$ cat src/rtl/dbg_mem_pkg.sv
`default_nettype none
// ============================================================================
// Module   : dbg_mem_pkg
// Purpose  : Shared state encodings and constants for the debug memory arbiter.
// Revision : 1.0 - initial release
// ============================================================================
package dbg_mem_pkg;

  typedef enum logic [1:0] {
    S_IDLE  = 2'd0,
    S_ISSUE = 2'd1,
    S_WAIT  = 2'd2,
    S_DONE  = 2'd3
  } state_t;

  localparam logic [31:0] c_dead_beef   = 32'hDEAD_BEEF;
  localparam logic [31:0] c_bounds_mask = 32'hFFFF_0000;

  function automatic logic out_of_bounds(input logic [31:0] addr);
    return (addr & c_bounds_mask) != 32'h0;
  endfunction

endpackage
`default_nettype wire

$ cat src/rtl/dbg_req_latch.sv
`default_nettype none
// ============================================================================
// Module   : dbg_req_latch
// Purpose  : Captures one debug request and holds it until the arbiter retires it.
// Revision : 1.0 - initial release
// ============================================================================
module dbg_req_latch
  import dbg_mem_pkg::*;
(
  input  logic        clk,
  input  logic        rst,
  input  logic        i_idle,
  input  logic        i_clear,
  input  logic        i_we,
  input  logic        i_re,
  input  logic [31:0] i_addr,
  input  logic [31:0] i_wdata,
  input  logic        i_imem,
  output logic        o_pend,
  output logic [31:0] o_addr,
  output logic [31:0] o_wdata,
  output logic        o_we,
  output logic        o_imem
);

  logic        r_pend;
  logic        r_we;
  logic        r_imem;
  logic [31:0] r_addr;
  logic [31:0] r_wdata;
  logic        w_accept;

  assign w_accept = (i_we | i_re) & ~r_pend & i_idle;

  always_ff @(posedge clk or posedge rst) begin
    if (rst) begin
      r_pend  <= 1'b0;
      r_we    <= 1'b0;
      r_imem  <= 1'b0;
      r_addr  <= 32'h0;
      r_wdata <= 32'h0;
    end else if (i_clear) begin
      r_pend <= 1'b0;
    end else if (w_accept) begin
      r_pend  <= 1'b1;
      r_we    <= i_we;
      r_imem  <= i_imem;
      r_addr  <= i_addr;
      r_wdata <= i_wdata;
    end
  end

  // A fresh request is visible the cycle it arrives so arbitration adds no extra cycle.
  assign o_pend  = r_pend | w_accept;
  assign o_we    = r_pend ? r_we    : i_we;
  assign o_imem  = r_pend ? r_imem  : i_imem;
  assign o_addr  = r_pend ? r_addr  : i_addr;
  assign o_wdata = r_pend ? r_wdata : i_wdata;

endmodule
`default_nettype wire

$ cat src/rtl/dbg_mem_arbiter.sv
`default_nettype none
// ============================================================================
// Module   : dbg_mem_arbiter
// Purpose  : Shares dmem between CPU and debug monitor; debug path into imem.
//            Optional DBG_MEM_BOUNDS_EN rejects debug dmem accesses above 64 KiB.
// Revision : 1.0 - initial release
// ============================================================================
module dbg_mem_arbiter
  import dbg_mem_pkg::*;
#(
  parameter int RD_LAT   = 1,
  parameter int MAX_WAIT = 15
) (
  input  logic        clk,
  input  logic        rst_p,
  input  logic        cpu_halted,
  input  logic [31:0] cpu_addr,
  input  logic [31:0] cpu_wdata,
  input  logic        cpu_we,
  input  logic        cpu_re,
  output logic [31:0] cpu_rdata,
  output logic        cpu_stall,
  input  logic [31:0] dbg_addr,
  input  logic [31:0] dbg_wdata,
  input  logic        dbg_we,
  input  logic        dbg_re,
  input  logic        dbg_imem_p_dmem_n,
  output logic [31:0] dbg_rdata,
  output logic        dbg_rvalid,
  output logic        dbg_wdone,
  output logic [31:0] imem_addr,
  output logic [31:0] imem_wdata,
  output logic        imem_we,
  input  logic [31:0] imem_rdata,
  output logic [31:0] dmem_addr,
  output logic [31:0] dmem_wdata,
  output logic        dmem_we,
  output logic        dmem_re,
  input  logic [31:0] dmem_rdata
);

  localparam int          c_sw         = (MAX_WAIT < 2) ? 1 : $clog2(MAX_WAIT + 1);
  localparam logic [c_sw-1:0] c_max_wait = c_sw'(MAX_WAIT);
  localparam logic [1:0]  c_lat_init   = 2'(RD_LAT - 1);

  state_t            r_state;
  logic [c_sw-1:0]   r_starve;
  logic [1:0]        r_lat;
  logic [31:0]       r_rdata;
  logic              r_rvalid;
  logic              r_wdone;

  logic              w_pend;
  logic              w_req_we;
  logic              w_req_imem;
  logic [31:0]       w_req_addr;
  logic [31:0]       w_req_wdata;
  logic              w_oob;
  logic              w_grant;
  logic              w_dbg_dmem;
  logic              w_dbg_imem;
  logic              w_issue;

  dbg_req_latch u_req_latch (
    .clk     (clk),
    .rst     (rst_p),
    .i_idle  (r_state == S_IDLE),
    .i_clear (r_state == S_DONE),
    .i_we    (dbg_we),
    .i_re    (dbg_re),
    .i_addr  (dbg_addr),
    .i_wdata (dbg_wdata),
    .i_imem  (dbg_imem_p_dmem_n),
    .o_pend  (w_pend),
    .o_addr  (w_req_addr),
    .o_wdata (w_req_wdata),
    .o_we    (w_req_we),
    .o_imem  (w_req_imem)
  );

`ifdef DBG_MEM_BOUNDS_EN
  assign w_oob = ~w_req_imem & out_of_bounds(w_req_addr);
`else
  assign w_oob = 1'b0;
`endif

  // Rejected and imem requests never touch dmem, so they need no CPU arbitration.
  assign w_grant = w_pend & (w_req_imem | w_oob | cpu_halted | ~(cpu_we | cpu_re) |
                             (r_starve == c_max_wait));

  always_ff @(posedge clk or posedge rst_p) begin
    if (rst_p) begin
      r_state  <= S_IDLE;
      r_starve <= '0;
      r_lat    <= 2'd0;
      r_rdata  <= 32'h0;
      r_rvalid <= 1'b0;
      r_wdone  <= 1'b0;
    end else begin
      r_rvalid <= 1'b0;
      r_wdone  <= 1'b0;
      case (r_state)
        S_IDLE: begin
          if (w_grant) begin
            r_starve <= '0;
            if (w_oob) begin
              r_state <= S_DONE;
              if (w_req_we) begin
                r_wdone <= 1'b1;
              end else begin
                r_rvalid <= 1'b1;
                r_rdata  <= c_dead_beef;
              end
            end else begin
              r_state <= S_ISSUE;
            end
          end else if (w_pend && (r_starve != c_max_wait)) begin
            r_starve <= r_starve + 1'b1;
          end
        end
        S_ISSUE: begin
          if (w_req_we) begin
            r_state <= S_DONE;
            r_wdone <= 1'b1;
          end else begin
            r_state <= S_WAIT;
            r_lat   <= c_lat_init;
          end
        end
        S_WAIT: begin
          if (r_lat == 2'd0) begin
            r_state  <= S_DONE;
            r_rvalid <= 1'b1;
            r_rdata  <= w_req_imem ? imem_rdata : dmem_rdata;
          end else begin
            r_lat <= r_lat - 1'b1;
          end
        end
        S_DONE:  r_state <= S_IDLE;
        default: r_state <= S_IDLE;
      endcase
    end
  end

  assign w_issue    = (r_state == S_ISSUE);
  assign w_dbg_dmem = ((r_state == S_ISSUE) || (r_state == S_WAIT)) & ~w_req_imem;
  assign w_dbg_imem = ((r_state == S_ISSUE) || (r_state == S_WAIT)) &  w_req_imem;

  // Combinational paths are forced low during reset so every output reads 0.
  always_comb begin
    cpu_rdata  = 32'h0;
    cpu_stall  = 1'b0;
    dmem_addr  = 32'h0;
    dmem_wdata = 32'h0;
    dmem_we    = 1'b0;
    dmem_re    = 1'b0;
    imem_addr  = 32'h0;
    imem_wdata = 32'h0;
    imem_we    = 1'b0;
    if (!rst_p) begin
      cpu_rdata = dmem_rdata;
      cpu_stall = w_dbg_dmem;
      if (w_dbg_dmem) begin
        dmem_addr  = w_req_addr;
        dmem_wdata = w_req_wdata;
        dmem_we    = w_issue &  w_req_we;
        dmem_re    = w_issue & ~w_req_we;
      end else begin
        dmem_addr  = cpu_addr;
        dmem_wdata = cpu_wdata;
        dmem_we    = cpu_we;
        dmem_re    = cpu_re;
      end
      if (w_dbg_imem) begin
        imem_addr  = w_req_addr;
        imem_wdata = w_req_wdata;
        imem_we    = w_issue & w_req_we;
      end
    end
  end

  assign dbg_rdata  = r_rdata;
  assign dbg_rvalid = r_rvalid;
  assign dbg_wdone  = r_wdone;

endmodule
`default_nettype wire
$ cat config.mk
export PLATFORM = sky130hd
export DESIGN_NAME = dbg_mem_arbiter
export DESIGN_NICKNAME = d
export VERILOG_FILES = /design/src/rtl/dbg_mem_pkg.sv /design/src/rtl/dbg_req_latch.sv /design/src/rtl/dbg_mem_arbiter.sv
export SDC_FILE = /design/constraint.sdc
export NUM_CORES = 1
export LEC_CHECK = 0
export ABC_AREA = 1
export CAP_MARGIN = 15
export CORE_AREA = 2 2 155 157
export DETAILED_ROUTE_END_ITERATION = 16
export DIE_AREA = 0 0 157 159
export PLACE_DENSITY_LB_ADDON = 0.08
export RECOVER_POWER = 100
export SYNTH_ARGS = -nofsm -noshare
export SYNTH_HDL_FRONTEND = slang
export SYNTH_SLANG_ARGS = --single-unit
$ cat constraint.sdc
create_clock -name clk -period 8.9 [get_ports clk]
set_clock_uncertainty 0.1 [all_clocks]
set_input_delay 0.89 -clock clk [delete_from_list [all_inputs] [get_ports clk]]
set_output_delay 0.89 -clock clk [all_outputs]
set_load 0.01 [all_outputs]
# After elaboration in Yosys (flattened, before gate mapping)
# Cells that the tools add are included.
word_totals:
  in_bits: 200
  output_inout_bits: 198
  ff_bits: 109
  wordCells: 88
classes:
  reduce_logical: 12
  eq_ne: 9
  n_mux: 36
  add_sub_neg: 2
  bitwise_logic: 18
op_table:
  columns: ["cell", "n"]
  rows:
  - ["32-bit two-way mux", 12]
  - ["1-bit two-way mux", 16]
  - ["2-bit two-way mux", 4]
  - ["4-bit two-way mux", 2]
  - ["2-bit != test (second input constant)", 4]
  - ["2-bit case mux with 4 select lines", 1]
  - ["2-bit AND reduction", 4]
  - ["1-bit bitwise AND", 7]
  - ["1-bit bitwise OR", 6]
  - ["2-bit nonzero test", 3]
  - ["1-bit inverter", 5]
  - ["4-bit by 1-bit adder with 4-bit output (second input constant)", 1]
  - ["2-bit == test (second input constant)", 2]
  - ["4-bit == test (second input constant)", 1]
  - ["2-bit logical NOT", 2]
  - ["4-bit != test (second input constant)", 1]
  - ["2-bit case mux with 2 select lines", 1]
  - ["3-bit AND reduction", 1]
  - ["2-bit by 1-bit == test with 1-bit output (second input constant)", 1]
  - ["2-bit by 1-bit subtractor with 2-bit output (second input constant)", 1]
  - ["1-bit logical AND", 1]
  - ["1-bit logical OR", 1]

# Depth between registers and ports, before layout
# Gate-level depths: netlist (run 1).
logic_depth:
  depth_word: 7
  ltp_mapped: 10
  mapped_depth_nobuf: 9

# Cells and area by module
# Synthesis (run 1) repeated with hierarchy kept, for this count alone.
hier_totals:
  hier_cells: 1115
  area_unflattened_um2: 7479.7
by_module_without_submodules:
  columns: ["mod", "cells_per_inst", "n_inst", "seq_area_each_um2", "area_each_um2"]
  rows:
  - ["dbg_mem_arbiter", 602, 1, 1051.0, 3942.5]
  - ["dbg_req_latch", 513, 1, 1676.6, 3537.1]

# Least setup slack after synthesis (run 1)
# Ideal clock, no wire load.
synth_timing:
  path_kind: "input to output"
  startpoint: "in rst_p"
  endpoint: "out imem_addr[0]"
  required_ns: 7.910
  path_slack_ns: 3.702
  arrival_time_ns: 4.208
  path_stages: 6
  path_buffers: 3
  path_cell_list: "clkbuf_1 -> inv_1 -> nand3_1 -> buf_4 -> buf_6 -> nor2_1"
synth_via:
  elab_chain_len: 1
synth_lines:
  columns: ["element", "line_no", "source"]
  rows:
  - ["from (decl)", "dbg_mem_arbiter.sv:15", "input logic rst_p,"]
  - ["32-bit two-way mux", "dbg_mem_arbiter.sv:160", "if (!rst_p) begin"]
  - ["to (decl)", "dbg_mem_arbiter.sv:31", "output logic [31:0] imem_addr,"]
# Every way passes these cells.

# Final worst setup path (run 1)
layout_timing:
  startpoint: "in dbg_imem_p_dmem_n"
  endpoint: "out imem_wdata[2]"
layout_via:
  elab_chain_len: 4
layout_lines:
  columns: ["element", "line_no", "source"]
  rows:
  - ["from (decl)", "dbg_mem_arbiter.sv:27", "input logic dbg_imem_p_dmem_n,"]
  - ["1-bit two-way mux", "dbg_req_latch.sv:56", "assign o_imem = r_pend ? r_imem : i_imem;"]
  - ["1-bit bitwise AND", "dbg_mem_arbiter.sv:147", "assign w_dbg_imem = ((r_state == S_ISSUE) || (r_state == S_WAIT)) & w_req_imem;"]
  - ["32-bit two-way mux", "dbg_mem_arbiter.sv:174", "if (w_dbg_imem) begin"]
  - ["32-bit two-way mux", "dbg_mem_arbiter.sv:160", null]
  - ["to (decl)", "dbg_mem_arbiter.sv:32", "output logic [31:0] imem_wdata,"]
# Every way passes these cells.

==> results of run 1 <==
## tightest hold or removal path: stages (launching register included)
cell and delay, ns:
dfrtp_1 0.34, nand2_1 0.05, o21ai_0 0.06
## through the flow
| step | util, % | cell area, µm² | power [µW] | worst slack [ns] | instances |
|---|---|---|---|---|---|
| 2_1_floorplan | - | 7510 | 2220 | 3.70 | 1099 |
| 3_3_place_gp | 49.7 | 11500 | 3050 | 4.06 | 1747 |
| 3_5_place_dp | 49.7 | 11500 | 3070 | 4.05 | 1747 |
| 4_1_cts | 51.0 | 11800 | 3500 | 3.69 | 1763 |
| 5_1_grt | 50.7 | 11800 | 3660 | 2.08 | 1767 |
| 6_report | 50.7 | 11800 | 3330 | 2.48 | 1767 |
## power groups by stage
stage                     Combinational (µW)  Sequential (µW)  Clock [µW]
final                                   2040              882         410
after global routing                    2300              918         440
after CTS                               2140              928         424
after detailed placement                2140              932           0
after global placement                  2130              926           0
after floorplan                         1350              871           0
## sequential cells by signal, summed over array words and instances (netlist names)
name / flops
dbg_rdata: 32
dbg_rvalid: 1
dbg_wdone: 1
r_lat: 2
r_starve: 4
r_state: 2
u_req_latch.r_addr: 32
u_req_latch.r_imem: 1
u_req_latch.r_pend: 1
u_req_latch.r_wdata: 32
u_req_latch.r_we: 1
## cell usage in the layout, fill, tap and decap left out, types with 9 or more instances in the layout
cell type        count
nor2_1             189
nand2_1            184
inv_1              236
a211oi_1            14
clkdlybuf4s50_1    210
nor2_2              10
o21ai_0            199
clkbuf_16            9
nand3_1             13
a211oi_2            48
dfrtp_1            108
dlygate4sd3_1      186
## layout make-up
type | instances | area share (%)
multi-input combinational | 679 | 29.1
timing repair buffer | 403 | 34.2
antenna | 3 | 0.0638
clock buffer | 12 | 2.09
inverter | 238 | 7.61
tap | 319 | 3.39
sequential | 109 | 23.2
clock inverter | 4 | 0.404
## cell families after synthesis
logic type	after synthesis	share of synthesized area [%]
AO/OA/AOI/OAI	271	24.2
adder cells (fa/ha/maj)	6	0.999
buffers and inverters	311	17.5
flip-flops	109	36.3
AND/OR/NAND/NOR	402	20.9
## worst min-delay path by stage
stage	startpoint	end	slack (ns)	depth (start not counted)
2_1_floorplan	r_lat[0]$_DFFE_PP0P_	r_lat[0]$_DFFE_PP0P_	0.35	1
6_report	dbg_rdata[12]$_DFFE_PP0P_	dbg_rdata[12]$_DFFE_PP0P_	0.38	2
3_3_place_gp	dbg_rdata[21]$_DFFE_PP0P_	dbg_rdata[21]$_DFFE_PP0P_	0.37	2
5_1_grt	u_req_latch.r_addr[19]$_DFFE_PP0P_	u_req_latch.r_addr[19]$_DFFE_PP0P_	0.41	2
4_1_cts	r_lat[0]$_DFFE_PP0P_	r_lat[0]$_DFFE_PP0P_	0.38	1
3_5_place_dp	r_lat[0]$_DFFE_PP0P_	r_lat[0]$_DFFE_PP0P_	0.37	1
## per-layer routing
| metal | GRT usage (%) | vias to the layer above | part of all wire, % |
|---|---|---|---|
| li1 | - | 4048 | - |
| met1 | 24.3 | 3457 | 42 |
| met4 | 5.59 | 0 | 1.8 |
| met3 | 4.79 | 22 | 7.3 |
| met2 | 33.9 | 265 | 49 |
| met5 | 0 | - | 0 |
==> key figures, run 1 <==
Placement
  – HPWL after DPL: 18300 µm
  – GPL Wtd Cong: 0.812
  – IO Port Bufs: roughly 400

Worst setup path
  – Reg2Reg Setup Slack: ~3.7 ns
  – Crit-path max cell delay: approximately 1.1 ns
  – End of the critical path: imem_wdata[2]
  – Buf+Inv Stages, Crit Path: 5
  – CP delay by family, top: buffers and inverters
  – Crit. path cell count: 9
  – CP max stage cell: nand2_1
  – Crit path from: dbg_imem_p_dmem_n
  – Startpoint types: input pin
  – Cells on worst reg2reg path: 6
  – WP data arrival: 5.43 ns
  – CP Data Required Time: 7.91 ns
  – Critical path, cell by cell: dlygate4sd3_1 -> inv_1 -> nand2_2 -> nand2_1 -> inv_1 -> nand3_2 -> buf_4 -> nor2_1 -> dlygate4sd3_1
  – Worst r2r src: r_state[0]$_DFFE_PP0P_
  – Setup CP Type: in2out
  – Crit Path Max Fanout: 65
  – Reg2reg end: u_req_latch.r_wdata[18]$_DFFE_PP0P_
  – Crit path capture type: primary output

Global route
  – Initial antenna violation count: 3
  – First-pass GRT wire length: 39200 µm
  – GRT Resource Usage Total: 19.7%
  – Largest net degree at the start of global routing: 134
  – GR Overflow Total: 0
  – Number of global-route vias before repair: roughly 7300

Yosys
  – Mapped Area: 7510 µm²
  – Distinct cells, synth: 25
  – Synth area leaders: dfrtp_1 36%, o21ai_0 12%, inv_1 12%
  – Synthesized Nets: 1305
  – Post-synth top cells: 236 x inv_1, 189 x nor2_1, 184 x o21ai_0
  – Cells after Synth: 1099
  – Number of enable flip-flop cells after synthesis: 0
  – Synth warn: 0
  – Sequential area share after synthesis: between 30% and 40%
  – Avg Cell Area, Syn: 6.83 µm²
  – Most common cell in the netlist: inv_1
  – Yosys top cell area share: 36.3%
  – Post-synth top flop: dfrtp_1
  – Yosys top cell by area: dfrtp_1
  – Yosys reg bits: 109
  – Async SR Flop Fraction: 100%

STA
  – RSZ-0062 raised after global routing: no
  – Slew @ Worst Pin: 4.15 ns
  – Fin crit share: 72.1%
  – Final setup TNS: 0 ns
  – Fin. Hold Viols: 0
  – # setup viols final: 0
  – Pins Over Slew Limit: 306
  – Peak Freq: roughly 160 MHz
  – Slew headroom: -177%
  – Hold slack: 0.384 ns
  – Crit path time final: 6.42 ns

CTS
  – Sinks on the clock net: approximately 110
  – Root Driver: clkbuf_16
  – Clk buf depth: 2
  – Clock transition at the registers of the reported paths: about 0.070 ns
  – Cts repair resizes: 0
  – TritonCTS clock tree: yes
  – CTS Buf Count: 9
  – H-tree levels: 3
  – Post-CTS setup buffer count: 0
  – Clock latency at the later pin of the worst-skew pair: 0.34 ns
  – Hold buffers post-CTS: 0

Finish
  – Area growth from synthesis to layout: 56.7%
  – Final net count: 1646
  – Fill cells: 2306
  – Layout cells sized above 1: 5.74%
  – Multi-input logic area: 3420 µm²
  – Register area: around 2700 µm²

Outcome
  – Violated checks: capacitance limit, slew limit
  – Run status: complete, but fails checks

Floorplanning
  – Die height: 159 µm
  – Chip width: about 160 µm
  – Core Box Area: ~23000 µm²
  – Die area: roughly 25000 µm²
  – Num ports: ~400
  – Row count: 56
  – Initial core utilization: between 30% and 40%

Pwr
  – Seq pwr share: 26.5%
  – Peak VDD IR: 0.257 mV
  – Clock power share: 12.3%
  – P_int: 1800 µW
  – Combinational power share: 61.2%
  – Sw Ratio: a little under half
  – Pwr Density: 283 nW/µm²
  – Psw: 1530 µW
  – Leakage: 0.00587 µW

Detailed routing
  – DRT antenna net count: 0
  – Final wirelength: 25400 µm
  – Routed length per placed instance: around 14 µm
  – Vias per cell: between 4 and 5
  – First-pass DRT Iterations: 5
  – DR iter-0 viols: 413
  – Routed vias: 7792
  – Residual DRC count: 0

Run
  – Max cap viols: 5

Min path
  – Hold Path Class: reg2reg
(Power assumes the default switching activity.)
==> inputs of run 2 (changes only) <==
--- a/config.mk
+++ b/config.mk
@@ -7,9 +7,9 @@
 export LEC_CHECK = 0
 export ABC_AREA = 1
 export CAP_MARGIN = 15
-export CORE_AREA = 2 2 155 157
+export CORE_AREA = 2 2 157 159
 export DETAILED_ROUTE_END_ITERATION = 16
-export DIE_AREA = 0 0 157 159
+export DIE_AREA = 0 0 159 161
 export PLACE_DENSITY_LB_ADDON = 0.08
 export RECOVER_POWER = 100
 export SYNTH_ARGS = -nofsm -noshare
==> constraint.sdc (replaced) <==
create_clock -name clk -period 5.6 [get_ports clk]
set_clock_uncertainty 0.1 [all_clocks]
set_input_delay 0.56 -clock clk [delete_from_list [all_inputs] [get_ports clk]]
set_output_delay 0.56 -clock clk [all_outputs]
set_load 0.01 [all_outputs]
==> key figures, run 2 (synthesized netlist as in run 1, its figures left out) <==
Finish
  – Layout cells sized above 1: 6.09% (was 5.74%)
  – Area growth from synthesis to layout: 57.4% (was 56.7%)
  – Commonest cells after routing, fill and taps aside: 236 x inv_1, 210 x clkdlybuf4s50_1, 198 x o21ai_0 (was 236 x inv_1, 210 x clkdlybuf4s50_1, 199 x o21ai_0)
  – Ant diodes: 0 (was 3)
  – Register area: 2730 µm² (about the same)
  – Commonest non-fill, non-tap cell in the layout: inv_1 (unchanged)
  – Multi-input logic area: 3470 µm² (was 3420 µm²)
  – Fill cells: 2451 (was 2306)
  – Final net count: 1646 (unchanged)

STA
  – Crit path time final: around 4.7 ns
  – # setup viols final: 0 (unchanged)
  – Pins Over Slew Limit: 156 (was 306)
  – Final setup TNS: 0 ns (unchanged)
  – Fin. Hold Viols: 0 (unchanged)
  – Final WS setup: 0.920 ns (was 2.48 ns)
  – Fin crit share: 83.6%
  – Slew @ Worst Pin: 2.69 ns (was 4.15 ns)
  – Slew headroom: -79.3% (was -177%)
  – RSZ-0062 raised after global routing: no (unchanged)
  – Peak Freq: 214 MHz

Floorplanning
  – Die area: 25600 µm² (was 25000 µm²)
  – Chip width: 159 µm (was 157 µm)
  – Num ports: 398 (unchanged)
  – Core Box Area: 24000 µm² (was 23200 µm²)
  – Initial core utilization: 31.3% (was 32.4%)
  – Die height: 161 µm (was 159 µm)
  – Row count: 57 (was 56)

CTS
  – Clock transition at the registers of the reported paths: 0.08 ns (was 0.07 ns)
  – Clock latency at the later pin of the worst-skew pair: 0.35 ns (was 0.34 ns)
  – TritonCTS clock tree: yes (unchanged)
  – Sinks on the clock net: 109 (unchanged)
  – Clk buf depth: 2 (unchanged)
  – H-tree levels: 3 (unchanged)
  – Root Driver: clkbuf_16 (unchanged)
  – Post-CTS setup buffer count: 0 (unchanged)
  – Cts repair resizes: 0 (unchanged)
  – CTS Buf Count: 9 (unchanged)
  – Hold buffers post-CTS: 0 (unchanged)

Pwr
  – Sw Ratio: 46.3% (was 45.9%)
  – Pwr Density: 451 nW/µm² (was 283 nW/µm²)
  – Leakage: 0.00587 µW (about the same)
  – Clock power share: 13.0% (was 12.3%)
  – Psw: 2470 µW (was 1530 µW)
  – Peak VDD IR: 0.540 mV (was 0.257 mV)
  – Combinational power share: 61.4% (was 61.2%)
  – Seq pwr share: 25.6% (was 26.5%)
  – P_int: 2860 µW (was 1800 µW)

Detailed routing
  – Residual DRC count: 0 (unchanged)
  – Routed vias: 7777 (was 7792)
  – Final wirelength: 25600 µm (was 25400 µm)
  – DRT antenna net count: 0 (unchanged)
  – Routed length per placed instance: 14.5 µm (was 14.4 µm)
  – Vias per cell: 4.40 (was 4.41)
  – DR iter-0 viols: 445 (was 413)
  – First-pass DRT Iterations: 5 (unchanged)

Placement
  – HPWL after DPL: 19000 µm (was 18300 µm)
  – GPL Wtd Cong: 0.805 (was 0.812)
  – Dpl ws: 1.25 ns (was 4.05 ns)
  – IO Port Bufs: 397 (unchanged)

Min path
  – Hold Path Class: in2async (was reg2reg)

Worst setup path
  – Critical path, cell by cell: inv_1 -> nand2_1 -> nand2_4 -> inv_2 -> nand3_4 -> nor2_1 -> dlygate4sd3_1 (was dlygate4sd3_1 -> inv_1 -> nand2_2 -> nand2_1 -> inv_1 -> nand3_2 -> buf_4 -> nor2_1 -> dlygate4sd3_1)
  – Setup CP Type: reg2out (was in2out)
  – Startpoint types: flop (was input pin)
  – Buf+Inv Stages, Crit Path: 3 (was 5)
  – Reg2Reg Setup Slack: 1.44 ns (was 3.66 ns)
  – CP max stage cell: dfrtp_1 (was nand2_1)
  – Worst r2r src: u_req_latch.r_pend$_DFFE_PP0P_ (was r_state[0]$_DFFE_PP0P_)
  – CP Data Required Time: 4.94 ns (was 7.91 ns)
  – Crit Path Max Fanout: 65 (unchanged)
  – CP delay by family, top: simple AND/OR/NAND/NOR gates (was buffers and inverters)
  – Crit path capture type: primary output (unchanged)
  – WP data arrival: 4.02 ns (was 5.43 ns)
  – Crit-path max cell delay: 0.80 ns (was 1.13 ns)
  – Crit path from: u_req_latch.r_pend$_DFFE_PP0P_ (was dbg_imem_p_dmem_n)

Outcome
  – Run status: complete, but fails checks (unchanged)
  – Violated checks: capacitance limit, slew limit (unchanged)

Global route
  – GRT Resource Usage Total: 19.7% (about the same)
  – First-pass GRT wire length: 40600 µm (was 39200 µm)
  – GR Overflow Total: 0 (unchanged)
  – Initial antenna violation count: 0 (was 3)
  – Largest net degree at the start of global routing: 131 (was 134)
  – Number of global-route vias before repair: 7534 (was 7288)

Run
  – Max cap viols: 3 (was 5)
## run 2: cell types whose count changed in the layout (fill, tap and decap cells not counted), sizes merged
| cell | previous run | this run |
|---|---|---|
| clkinv | 2 | 1 |
| buf | 3 | 2 |
| bufinv | 1 | 2 |
| clkinvlp | 1 | 3 |
| diode | 3 | 0 |
| clkbuf | 16 | 15 |
## run 2: routing by layer
layer	GRT usage (%)	vias up	wire length, µm
met4	5.91	0	568
met3	5.19	27	1790
li1	-	4043	-
met5	0	-	0
met2	34.2	258	12400
met1	24.0	3449	10900
## run 2: worst paths after layout
| check | endpoint | cells past startpoint |
|---|---|---|
| setup / recovery | imem_wdata[23] | 7 |
| hold / removal | u_req_latch.r_wdata[22]$_DFFE_PP0P_ | 2 |
| setup reg to reg | u_req_latch.r_wdata[30]$_DFFE_PP0P_ | 4 |
| hold reg to reg | dbg_rdata[30]$_DFFE_PP0P_ | 2 |
| max in group asynchronous | dbg_rdata[4]$_DFFE_PP0P_ | 3 |
| min in group clk | dbg_rdata[30]$_DFFE_PP0P_ | 2 |
## run 2: power groups by stage
stage,combinational [µW],clock [µW],sequential (µW)
3_3_place_gp,3510,0,1370
2_1_floorplan,2150,0,1380
3_5_place_dp,3520,0,1380
4_1_cts,3530,714,1370
6_report,3270,693,1360
5_1_grt,3700,745,1410
## run 2: final cells by class
| class | instances | share of cell area, % |
|---|---|---|
| multi-input cells | 679 | 29.4 |
| inverters | 238 | 7.58 |
| clock buffers | 10 | 1.94 |
| well taps | 324 | 3.43 |
| flip-flops and latches | 109 | 23.1 |
| repair buffers | 403 | 33.8 |
| clock inverters | 6 | 0.741 |
## run 2: per-stage QoR
step	hold slack (ns)	cells	cell area, µm²	util (%)	total power, µW
2_1_floorplan	0.347	1099	7510	-	3530
3_3_place_gp	0.365	1753	11500	48.2	4880
3_5_place_dp	0.370	1753	11500	48.2	4900
4_1_cts	0.225	1769	11900	49.5	5620
5_1_grt	0.316	1769	11800	49.3	5850
6_report	0.244	1769	11800	49.3	5330
==> inputs of run 3 (changes only) <==
==> constraint.sdc (replaced) <==
create_clock -name clk -period 4 [get_ports clk]
set_clock_uncertainty 0.1 [all_clocks]
set_input_delay 0.4 -clock clk [delete_from_list [all_inputs] [get_ports clk]]
set_output_delay 0.4 -clock clk [all_outputs]
set_load 0.01 [all_outputs]
==> key figures, run 3 (synthesized netlist as in run 1, its figures left out) <==
Finish
  – Final net count: 1653 (was 1646)
  – Post-layout util: 49.5% (was 49.3%)
  – Commonest cells after routing, fill and taps aside: 236 x inv_1, 217 x clkdlybuf4s50_1, 200 x o21ai_0 (was 236 x inv_1, 210 x clkdlybuf4s50_1, 198 x o21ai_0)
  – Layout cells sized above 1: 7.17% (was 6.09%)
  – Commonest non-fill, non-tap cell in the layout: inv_1 (unchanged)
  – Area growth from synthesis to layout: 58.0% (was 57.4%)
  – Fill cells: 2513 (was 2451)

Pwr
  – Combinational power share: 62.6% (was 61.4%)
  – Seq pwr share: 26.2% (was 25.6%)
  – Pwr Density: 625 nW/µm² (was 451 nW/µm²)
  – Peak VDD IR: 0.421 mV (was 0.540 mV)
  – Clock power share: 11.2% (was 13.0%)
  – Psw: 3470 µW (was 2470 µW)
  – P_int: 3940 µW (was 2860 µW)
  – Leakage: 0.00589 µW (was 0.00587 µW)
  – Sw Ratio: 46.8% (was 46.3%)

Worst setup path
  – Critical path, cell by cell: inv_1 -> nand2_1 -> nand2_4 -> nand2_8 -> buf_6 -> nor2_1 -> a211oi_2 -> dlygate4sd3_1 (was inv_1 -> nand2_1 -> nand2_4 -> inv_2 -> nand3_4 -> nor2_1 -> dlygate4sd3_1)
  – Crit Path Max Fanout: 51 (was 65)
  – Startpoint types: flop (unchanged)
  – WP data arrival: 3.15 ns (was 4.02 ns)
  – Worst r2r src: r_state[0]$_DFFE_PP0P_ (was u_req_latch.r_pend$_DFFE_PP0P_)
  – Crit path capture type: primary output (unchanged)
  – Cells on worst reg2reg path: 6 (was 4)
  – Reg2reg end: u_req_latch.r_wdata[28]$_DFFE_PP0P_ (was u_req_latch.r_wdata[30]$_DFFE_PP0P_)
  – CP max stage cell: dfrtp_4 (was dfrtp_1)
  – Setup CP Type: reg2out (unchanged)
  – Crit-path max cell delay: 0.72 ns (was 0.80 ns)
  – Reg2Reg Setup Slack: 1.01 ns (was 1.44 ns)
  – CP Data Required Time: 3.50 ns (was 4.94 ns)
  – CP delay by family, top: buffers and inverters (was simple AND/OR/NAND/NOR gates)
  – Buf+Inv Stages, Crit Path: 3 (unchanged)

Floorplanning
  – Die area: 25600 µm² (unchanged)
  – Initial core utilization: 31.3% (unchanged)
  – Row count: 57 (unchanged)
  – Chip width: 159 µm (unchanged)
  – Core Box Area: 24000 µm² (unchanged)
  – Num ports: 398 (unchanged)
  – Die height: 161 µm (unchanged)

Global route
  – Number of global-route vias before repair: 7830 (was 7534)
  – Largest net degree at the start of global routing: 84 (was 131)
  – GR Overflow Total: 0 (unchanged)
  – GRT Resource Usage Total: 20.2% (was 19.7%)
  – Initial antenna violation count: 1 (was 0)
  – First-pass GRT wire length: 41700 µm (was 40600 µm)

Detailed routing
  – Vias per cell: 4.41 (was 4.40)
  – Routed length per placed instance: 14.7 µm (was 14.5 µm)
  – Final wirelength: 26000 µm (was 25600 µm)
  – Routed vias: 7820 (was 7777)
  – Residual DRC count: 0 (unchanged)
  – DR iter-0 viols: 321 (was 445)
  – DRT antenna net count: 0 (unchanged)
  – First-pass DRT Iterations: 8 (was 5)

STA
  – Slew headroom: -9.79% (was -79.3%)
  – Crit path time final: 3.65 ns
  – # setup viols final: 0 (unchanged)
  – Fin. Hold Viols: 0 (unchanged)
  – Fin crit share: 91.3%
  – Pins Over Slew Limit: 55 (was 156)
  – RSZ-0062 raised after global routing: no (unchanged)
  – Slew @ Worst Pin: 1.65 ns (was 2.69 ns)
  – Peak Freq: 274 MHz
  – Final setup TNS: 0 ns (unchanged)

CTS
  – TritonCTS clock tree: yes (unchanged)
  – Clock latency at the later pin of the worst-skew pair: 0.34 ns (was 0.35 ns)
  – Clock transition at the registers of the reported paths: 0.08 ns (about the same)
  – Hold buffers post-CTS: 0 (unchanged)
  – Post-CTS setup buffer count: 0 (unchanged)
  – Clk buf depth: 2 (unchanged)
  – H-tree levels: 3 (unchanged)
  – CTS Buf Count: 9 (unchanged)
  – Cts repair resizes: 0 (unchanged)
  – Sinks on the clock net: 109 (unchanged)
  – Root Driver: clkbuf_16 (unchanged)

Min path
  – Hold Path Class: reg2reg (was in2async)
  – Hold path depth: 2
  – WHS Endpoint: dbg_rdata[16]$_DFFE_PP0P_
  – Hold wc startpoint: dbg_rdata[16]$_DFFE_PP0P_

Placement
  – HPWL after DPL: 19400 µm (was 19000 µm)
  – GPL Wtd Cong: 0.829 (was 0.805)
  – IO Port Bufs: 397 (unchanged)

Outcome
  – Run status: complete, but fails checks (unchanged)
  – Violated checks: capacitance limit, slew limit (unchanged)

Run
  – Max cap viols: 1 (was 3)
## run 3: through the flow
step                      hold slack, ns  setup WS [ns]  std cells  power, µW  cell area [µm²]
final                              0.383          0.348       1775       7410            11900
after global routing               0.411          0.146       1775       8160            11900
after CTS                          0.386          0.420       1774       7820            11900
after detailed placement           0.374          0.819       1760       6960            11600
after global placement             0.367          0.827       1760       6930            11600
after floorplan                    0.347          0.351       1099       4950             7510
## run 3: tightest hold or removal path, stage by stage, from the launching register on
cell	delay [ns]
dfrtp_1	0.35
nand2_1	0.05
o21ai_0	0.05
## run 3: worst max path at each step
stage / startpoint / depth (start not counted) / to
2_1_floorplan: rst_p / 6 / imem_addr[11]
3_3_place_gp: dbg_imem_p_dmem_n / 9 / dmem_wdata[1]
3_5_place_dp: r_state[0]$_DFFE_PP0P_ / 7 / dmem_wdata[1]
4_1_cts: r_state[0]$_DFFE_PP0P_ / 7 / dmem_wdata[1]
5_1_grt: rst_p / 4 / u_req_latch.r_pend$_DFFE_PP0P_
6_report: u_req_latch.r_pend$_DFFE_PP0P_ / 8 / dmem_wdata[22]
## run 3: power groups by stage
stage | combinational (µW) | clock (µW) | sequential, µW
floorplan | 3010 | 0 | 1940
global placement | 4990 | 0 | 1950
detailed placement | 4990 | 0 | 1970
CTS | 5010 | 857 | 1960
global route | 5240 | 899 | 2020
finish | 4640 | 827 | 1940
## run 3: routing by layer
layer	GRT usage, %	vias to the layer above	share of wire (%)
li1	-	4061	-
met1	24.0	3471	41
met2	35.5	255	49
met3	5.11	33	6.9
met4	7.11	0	2.8
met5	0	-	0
## run 3: final cells by class
cell class / instances / area [µm²] / area share, %
clock inverters: 4 / 27.5 / 0.232
repair buffers: 410 / 4090 / 34.5
multi-input cells: 679 / 3490 / 29.4
clock buffers: 10 / 229 / 1.93
inverters: 238 / 895 / 7.54
flip-flops and latches: 109 / 2730 / 23.0
diodes: 1 / 2.50 / 0.0211
well taps: 324 / 405 / 3.42
